## config.mk

```make
export PLATFORM = sky130hd
export DESIGN_NAME = pipe_ctrl_gen
export DESIGN_NICKNAME = d
export VERILOG_FILES = /design/src/rtl/pipe_pkg.sv /design/src/rtl/pipe_stall_mask.sv /design/src/rtl/pipe_ctrl_gen.sv
export SDC_FILE = /design/constraint.sdc
export NUM_CORES = 1
export LEC_CHECK = 0
export ABC_AREA = 1
export CAP_MARGIN = 20
export CORE_MARGIN = 2
export CORE_UTILIZATION = 40
export CTS_CLUSTER_DIAMETER = 40
export DETAILED_ROUTE_END_ITERATION = 10
export PLACE_DENSITY = 0.77
export SLEW_MARGIN = 40
export SYNTH_ARGS = -nofsm -noshare
export SYNTH_HDL_FRONTEND = slang
export SYNTH_SLANG_ARGS = --single-unit
export TNS_END_PERCENT = 5
```

## constraint.sdc

```tcl
create_clock -name clk_i -period 1.27 [get_ports clk_i]
set_input_delay 0.254 -clock clk_i [delete_from_list [all_inputs] [get_ports clk_i]]
set_output_delay 0.254 -clock clk_i [all_outputs]
set_load 0.1 [all_outputs]
```

## src/rtl/pipe_pkg.sv

```systemverilog
// Shared pipeline-control definitions: stage indices and controller state.
package pipe_pkg;

    localparam int unsigned STG_PC      = 0;
    localparam int unsigned STG_IF_ID   = 1;
    localparam int unsigned STG_ID_EXE  = 2;
    localparam int unsigned STG_EXE_MEM = 3;
    localparam int unsigned STG_MEM_WB  = 4;
    localparam int unsigned STG_WB      = 5;

    typedef enum logic [1:0] {
        ST_RUN    = 2'd0,
        ST_DRAIN  = 2'd1,
        ST_HALTED = 2'd2
    } pipe_state_e;

endpackage

```

## src/rtl/pipe_stall_mask.sv

```systemverilog
// Priority stall mask: the highest requesting stage freezes itself and every
// older stage, and a bubble is inserted into the register just after it.
module pipe_stall_mask #(
    parameter int unsigned NUM_STAGES = 6
) (
    input  logic [NUM_STAGES-1:0] stallreq,
    output logic [NUM_STAGES-1:0] stall,
    output logic [NUM_STAGES-1:0] flush
);

    for (genvar j = 0; j < NUM_STAGES; j++) begin : g_stall
        assign stall[j] = |stallreq[NUM_STAGES-1:j];
    end

    assign flush[0] = 1'b0;

    // Bubble sits exactly at the boundary between stalled and running stages.
    for (genvar j = 1; j < NUM_STAGES; j++) begin : g_flush
        assign flush[j] = stall[j-1] & ~stall[j];
    end

endmodule

```

## src/rtl/pipe_ctrl_gen.sv

```systemverilog
// Pipeline stall/flush/redirect/halt controller.
// Optional performance counters are enabled with `define PIPE_CTRL_PERF_EN.
module pipe_ctrl_gen
    import pipe_pkg::*;
#(
    parameter int unsigned NUM_STAGES     = 6,
    parameter int unsigned REDIRECT_STAGE = 3,
    parameter int unsigned ADDR_WIDTH     = 32
) (
    input  logic                  clk_i,
    input  logic                  rst_i,
    input  logic [NUM_STAGES-1:0] stallreq_i,
    input  logic                  redirect_en_i,
    input  logic [ADDR_WIDTH-1:0] redirect_addr_i,
    input  logic                  halt_req_i,
    output logic [NUM_STAGES-1:0] stall_o,
    output logic [NUM_STAGES-1:0] flush_o,
    output logic                  pc_load_o,
    output logic [ADDR_WIDTH-1:0] new_pc_o,
    output logic                  halt_o
`ifdef PIPE_CTRL_PERF_EN
    ,
    output logic [31:0]           stall_cycles_o,
    output logic [31:0]           redirect_cnt_o
`endif
);

    localparam int unsigned CNT_W = (NUM_STAGES > 2) ? $clog2(NUM_STAGES) : 1;
    // Registers between PC and the branch-resolving stage hold wrong-path work.
    localparam logic [NUM_STAGES-1:0] REDIR_MASK =
        NUM_STAGES'((64'd1 << REDIRECT_STAGE) - 64'd2);

    pipe_state_e           state, state_n;
    logic [CNT_W-1:0]      cnt, cnt_n;
    logic                  pend_valid, pend_valid_n;
    logic [ADDR_WIDTH-1:0] pend_addr, pend_addr_n;
    logic [NUM_STAGES-1:0] mask_stall, mask_flush;

    pipe_stall_mask #(
        .NUM_STAGES (NUM_STAGES)
    ) u_stall_mask (
        .stallreq (stallreq_i),
        .stall    (mask_stall),
        .flush    (mask_flush)
    );

    always_ff @(posedge clk_i or negedge rst_i) begin
        if (!rst_i) begin
            state      <= ST_RUN;
            cnt        <= '0;
            pend_valid <= 1'b0;
            pend_addr  <= '0;
        end else begin
            state      <= state_n;
            cnt        <= cnt_n;
            pend_valid <= pend_valid_n;
            pend_addr  <= pend_addr_n;
        end
    end

    always_comb begin
        state_n      = state;
        cnt_n        = cnt;
        pend_valid_n = pend_valid;
        pend_addr_n  = pend_addr;
        unique case (state)
            ST_RUN: begin
                if (halt_req_i) begin
                    state_n      = ST_DRAIN;
                    cnt_n        = CNT_W'(NUM_STAGES - 1);
                    pend_valid_n = 1'b0;
                end else if (pc_load_o) begin
                    pend_valid_n = 1'b0;
                end else if (redirect_en_i) begin
                    pend_valid_n = 1'b1;
                    pend_addr_n  = redirect_addr_i;
                end
            end
            ST_DRAIN: begin
                if (!stall_o[STG_IF_ID]) begin
                    cnt_n = cnt - CNT_W'(1);
                    if (cnt <= CNT_W'(1)) begin
                        state_n = ST_HALTED;
                    end
                end
            end
            default: begin
                state_n = ST_HALTED;
            end
        endcase
    end

    // Outputs are gated by reset so they read zero while rst_i is low.
    always_comb begin
        stall_o   = '0;
        flush_o   = '0;
        pc_load_o = 1'b0;
        new_pc_o  = '0;
        halt_o    = 1'b0;
        if (rst_i) begin
            unique case (state)
                ST_RUN: begin
                    stall_o = mask_stall;
                    flush_o = mask_flush;
                    if (redirect_en_i) begin
                        flush_o = flush_o | REDIR_MASK;
                        stall_o = stall_o & ~REDIR_MASK;
                    end
                    if (!stall_o[STG_PC] && !halt_req_i) begin
                        if (redirect_en_i) begin
                            pc_load_o = 1'b1;
                            new_pc_o  = redirect_addr_i;
                        end else if (pend_valid) begin
                            pc_load_o = 1'b1;
                            new_pc_o  = pend_addr;
                        end
                    end
                end
                ST_DRAIN: begin
                    stall_o            = mask_stall;
                    stall_o[STG_PC]    = 1'b1;
                    flush_o            = mask_flush;
                    flush_o[STG_IF_ID] = 1'b1;
                end
                default: begin
                    stall_o = '1;
                    halt_o  = 1'b1;
                end
            endcase
        end
    end

`ifdef PIPE_CTRL_PERF_EN
    always_ff @(posedge clk_i or negedge rst_i) begin
        if (!rst_i) begin
            stall_cycles_o <= '0;
            redirect_cnt_o <= '0;
        end else begin
            if (state == ST_RUN && stall_o[STG_PC]) begin
                stall_cycles_o <= stall_cycles_o + 32'd1;
            end
            if (pc_load_o) begin
                redirect_cnt_o <= redirect_cnt_o + 32'd1;
            end
        end
    end
`endif

endmodule

```

# Yosys cells after proc, flatten, opt, wreduce, memory -nomap -nowiden
# Index checks and enable logic that the tools add are counted.
# totals
ff_bits,38
inputBits,42
# classes
n_addsub,1
magnitude_cmp,1
n_eq_ne,4
mux,30
n_bitwise,12
reduce_logical,16
# op_table
operator,count
$mux 32,5
$mux 6,4
$pmux 6 s2,2
$mux 3,4
$mux 1,10
$not 1->1,7
$mux 2,3
$ne 2x2->1 const B,3
$pmux 3 s2,1
$reduce_and 3->1,2
$reduce_or 6->1,1
$and 1x1->1,5
$reduce_or 5->1,1
$pmux 2 s2,1
$reduce_and 4->1,1
$reduce_or 2->1,2
$reduce_or 4->1,1
$le 3x1->1 const B,1
$reduce_bool 3->1,1
$reduce_or 3->1,1
$sub 3x1->3 const B,1
$eq 2x1->1 const B,1
$logic_not 1->1,2
$logic_not 2->1,1
3 further kinds,3

# Longest topological paths before layout
# depth
ltp_word,11
mapped_depth,9
mapped_depth_nobuf,7

# Modules after synthesis
# A second synthesis with hierarchy kept.
# hier_totals
hier_cells,307
hier_area_um2,2318.5
# by_module_without_submodules
module,n_inst,cells_each,area_per_inst_um2,seq_area_each_um2
pipe_ctrl_gen,1,288,2212.1,950.9
pipe_stall_mask,1,19,106.4,0.0

# Worst setup path after synthesis
# No wires, ideal clock.
# synth_path
kind,register -> output
start,register state[1]
end,output flush_o[4]
arrival_time_ns,3.436
t_required_ns,1.016
setup_slack_ns,-2.420
path_stages_with_launch,3
cell_sequence,dfrtp_1 buf_6 nor4_1
# synth_via
elab_chain_cells,3
# synth_rtl
item,line,source
"start, declared",pipe_ctrl_gen.sv:33,"pipe_state_e state, state_n;"
"start signal, assigned",pipe_ctrl_gen.sv:54,state <= state_n;
$eq 2x1->1 or $logic_not 2->1 (tied branches),pipe_ctrl_gen.sv:101,unique case (state)
$pmux 6 s2 *,pipe_ctrl_gen.sv:101,
$mux 6 *,pipe_ctrl_gen.sv:100,if (rst_i) begin
"end, declared",pipe_ctrl_gen.sv:17,"output logic [NUM_STAGES-1:0] flush_o,"
# Mark *: on every way between the ends. The rest lies on a longest branch, timed or not.

# Final worst setup path
# layout_path
start,register state[0]
end,output new_pc_o[5]
# layout_via
elab_chain_cells,3
# layout_rtl
item,line,source
$logic_not 2->1,pipe_ctrl_gen.sv:101,
$mux 32,pipe_ctrl_gen.sv:101,
$mux 32,pipe_ctrl_gen.sv:100,
"end, declared",pipe_ctrl_gen.sv:19,"output logic [ADDR_WIDTH-1:0] new_pc_o,"
# Every way passes these cells.

==> impl_metrics.py <==
metrics = {
    "detailed_routing": {
        "route.detailed.wl_per_inst_um": 20.0,
        "num_vias": 2822,
        "drc_errors": 0,
        "dr.first_iter.drc_count": 207,
        "antenna_violating_nets_post_route": 0,
        "drt_wl_total_mm": 10.0,
        "drt_pre_antenna_iters": 5,
        "post_drt_via_cell_ratio": 5.66,
    },
    "cts": {
        "cts_sinks": 38,
        "clkTransAtPathRegs_ns": 0.08,
        "cts_hold_buf": 0,
        "number_of_buffers_created_by_cts": 5,
        "cts_max_path_bufs": 2,
        "clk-insertion-delay-late_ns": 0.30,
        "clock_tree_from_tritoncts": "built",
        "h-tree-depth": 2,
        "cts_root_buffer": "sky130_fd_sc_hd__clkbuf_8",
    },
    "layout": {
        "area_delta_synth_final_pct": 104,
        "post_route_cells_drive_above_1_share_pct": 48.2,
        "final_area_um2": 4750,
        "layout.cells.non_filler": 499,
        "n_antenna_cell": 0,
        "finish.net_count": 470,
    },
    "sta": {
        "post-route-min-period_ns": 1.91,
        "final_worst_clock_skew_ns": 0.00777,
        "timing.final.setup_violations": 81,
        "final_max_slew_viol_count": 0,
        "unrepaired_setup_endpoints_after_global_routing": "yes",
        "finalWorstSetupSlack_ns": -0.638,
        "final_min_period_over_clock_period_pct": 150,
        "timing.fmax_ghz": 0.524,
        "timing_hold_violations_final": 0,
        "hold_slack_ns": 0.0149,
    },
    "synthesis": {
        "yosys-top-cells-count": "71 x sky130_fd_sc_hd__nand2_1, 44 x sky130_fd_sc_hd__nor2_1, 39 x sky130_fd_sc_hd__nand3_1, 38 x sky130_fd_sc_hd__dfrtp_1, 32 x sky130_fd_sc_hd__a22oi_1",
        "synth.cell_area_um2": 2330,
        "synth-async-reset-ratio_pct": 100,
        "synth.distinct_cells": 29,
        "synth.ff_latch_count": 38,
        "yosys.cell_count.top_type": "sky130_fd_sc_hd__nand2_1",
        "synth.top_cells.by_area": "sky130_fd_sc_hd__dfrtp_1 41%, sky130_fd_sc_hd__nand2_1 11%, sky130_fd_sc_hd__a22oi_1 10%, sky130_fd_sc_hd__nand3_1 8.4%, sky130_fd_sc_hd__nor2_1 7.1%",
        "yosysWarnings": 0,
        "yosysSeqAreaShare_pct": 40.9,
        "synth_top_flop_cell": "sky130_fd_sc_hd__dfrtp_1",
        "library_cell_occupying_the_most_area_in_the_post_synthesis_netlist": "sky130_fd_sc_hd__dfrtp_1",
        "synthesis.area_per_instance_um2": 7.73,
        "synth_edf_count": 0,
        "synth_top_cell_area_share_pct": 40.9,
        "synth_cells": 301,
        "net_count_after_synthesis": 345,
    },
    "placement": {
        "gp_congestion": 0.832,
        "dp_hpwl_mm": 5.91,
        "preCtsSetupSlack_ns": -0.701,
        "placedInstanceArea_um2": 4360,
        "numPlacedInstances": 482,
        "buffer_ports.inserted": 86,
    },
    "power_and_ir_drop": {
        "power-per-cell-area_nw_per_um2": 1450,
        "vdd_drop_max_v": 0.000931,
        "fin_total_pwr_w": 0.00687,
        "power.static_leakage_nw": 2.06,
    },
    "floorplan": {
        "fp.dieH_um": 80.3,
        "start_util_pct": 41.7,
        "fp.dieArea_um2": 6440,
        "placement_rows": 27,
        "placeableCoreArea_um2": 5570,
        "io-pin-count": 88,
        "die-width_um": 80.3,
    },
    "grt": {
        "globalRouteTotalUtil_pct": 29.4,
        "grt_most_used_layer": "met2",
        "grt_max_degree": 33,
        "globalRouteMet3Util_pct": 5.51,
        "grt_antenna_before_repair": 0,
        "overflow": 0,
        "grt_pass1_wl_mm": 14.4,
        "met1_usage_pct": 31.9,
        "grt_pass1_vias": 2971,
        "grt_util_met2_pct": 55.2,
    },
    "critical_path": {
        "cp_data_required_time_ns": 1.02,
        "critical_path_class": "reg2out",
        "timing.critical_path.arrival_ns": 1.65,
        "crit_path_end_kind": "output port",
        "start_kind": "flip-flop",
        "crit_path_max_fanout": 9,
    },
    "hold_path": {
        "timing.hold.worst.class": "in2async",
    },
    "job": {
        "cap_viol_max_count": 0,
    },
    "run_status": {
        "status": "finished with violations",
        "violations_in_the_final_reports": "setup timing",
    },
}
## registers in the layout (all words and copies together), names as in the netlist
register,flops
pend_addr,32
pend_valid,1
state,2
cnt,3
## report_power, final
group | internal, W | switching, W | total [W] | leakage, nW
Combinational | 0.00133 | 0.00195 | 0.00328 | 1.52
Sequential | 0.00182 | 0.000489 | 0.00231 | 0.471
Clock | 0.000788 | 0.000493 | 0.00128 | 0.0683
Total | 0.00394 | 0.00293 | 0.00687 | 2.06
## routing by layer
metal  vias to the layer above  wire length [um]
li1                       1256                 -
met1                      1373              3730
met2                       159              5360
met3                        34               532
met4                         0               386
met5                         -                 0
## cell type report
cell class                 count  area [um^2]
clock buffer                   5         68.8
clock inverter                 3         68.8
fill                         254          821
inverter                      17         72.6
multi-input combinational    225         1620
sequential                    38          951
tap                           72         90.1
timing repair buffer         139         1880
## worst max-delay path, stage by stage (launching register included)
cell and delay (ns):
sky130_fd_sc_hd__dfrtp_1 0.41, sky130_fd_sc_hd__inv_2 0.08, sky130_fd_sc_hd__nand2_2 0.06, sky130_fd_sc_hd__nor2_4 0.16
sky130_fd_sc_hd__nand2_4 0.14, sky130_fd_sc_hd__buf_12 0.19, sky130_fd_sc_hd__nor2_4 0.13, sky130_fd_sc_hd__buf_12 0.19
## path summary, 6_finish.rpt
kind / startpoint / to / slack [ns] / cells past startpoint
min in group clk_i: cnt[1] / cnt[1] / 0.49 / 2
setup reg to reg: state[0] / pend_addr[1] / -0.35 / 10
setup / recovery: state[0] / new_pc_o[5] / -0.64 / 7
max in group asynchronous: rst_i / pend_addr[20] / 0.99 / 2
hold reg to reg: cnt[1] / cnt[1] / 0.49 / 2
hold / removal: rst_i / cnt[1] / 0.01 / 2
## placed cells by master (no fill, tap or decap), types with 2 or more instances in the layout
cell,instances
sky130_fd_sc_hd__nor2_1,6
sky130_fd_sc_hd__clkbuf_8,5
sky130_fd_sc_hd__dfrtp_1,38
sky130_fd_sc_hd__nand2_4,4
sky130_fd_sc_hd__nor2_2,5
sky130_fd_sc_hd__nand2_1,60
sky130_fd_sc_hd__nand2_2,20
sky130_fd_sc_hd__inv_2,5
sky130_fd_sc_hd__buf_6,7
sky130_fd_sc_hd__a21oi_1,2
sky130_fd_sc_hd__a21oi_2,2
sky130_fd_sc_hd__inv_1,10
sky130_fd_sc_hd__a22oi_1,22
sky130_fd_sc_hd__nand3_2,3
sky130_fd_sc_hd__nand4_1,2
sky130_fd_sc_hd__clkdlybuf4s15_1,6
sky130_fd_sc_hd__a22oi_2,10
sky130_fd_sc_hd__bufinv_16,2
sky130_fd_sc_hd__nor2_4,37
sky130_fd_sc_hd__clkinv_4,2
sky130_fd_sc_hd__clkdlybuf4s50_1,32
sky130_fd_sc_hd__a21oi_4,2
sky130_fd_sc_hd__dlygate4sd2_1,2
sky130_fd_sc_hd__ha_1,2
sky130_fd_sc_hd__nand3_1,36
sky130_fd_sc_hd__buf_4,35
sky130_fd_sc_hd__buf_12,54
## cell families after synthesis
logic type | after synthesis | synth area share, %
buffers and inverters | 38 | 8.61
flip-flops | 38 | 40.9
other | 1 | 0.161
AO/OA/AOI/OAI | 43 | 13.0
AND/OR/NAND/NOR | 179 | 36.3
adder cells (fa/ha/maj) | 2 | 1.08
## timing repair
| action | 4_1_cts | 5_1_grt |
|---|---|---|
| endpoints found under the setup margin | 81 | 82 |
| gates cloned | 1 | 1 |
| pin swaps | 8 | 7 |
| gates resized for setup | 29 | 29 |
| buffers inserted | 6 | 1 |
## through the flow
step | util, % | setup TNS (ns)
after floorplan | - | -21.93
after global placement | 78.1 | -45.21
after detailed placement | 78.1 | -48.97
after CTS | 82.8 | -31.96
after global routing | 85.3 | -36.64
final | 85.3 | -33.08
Note: power is estimated with default switching activity, not from simulation.
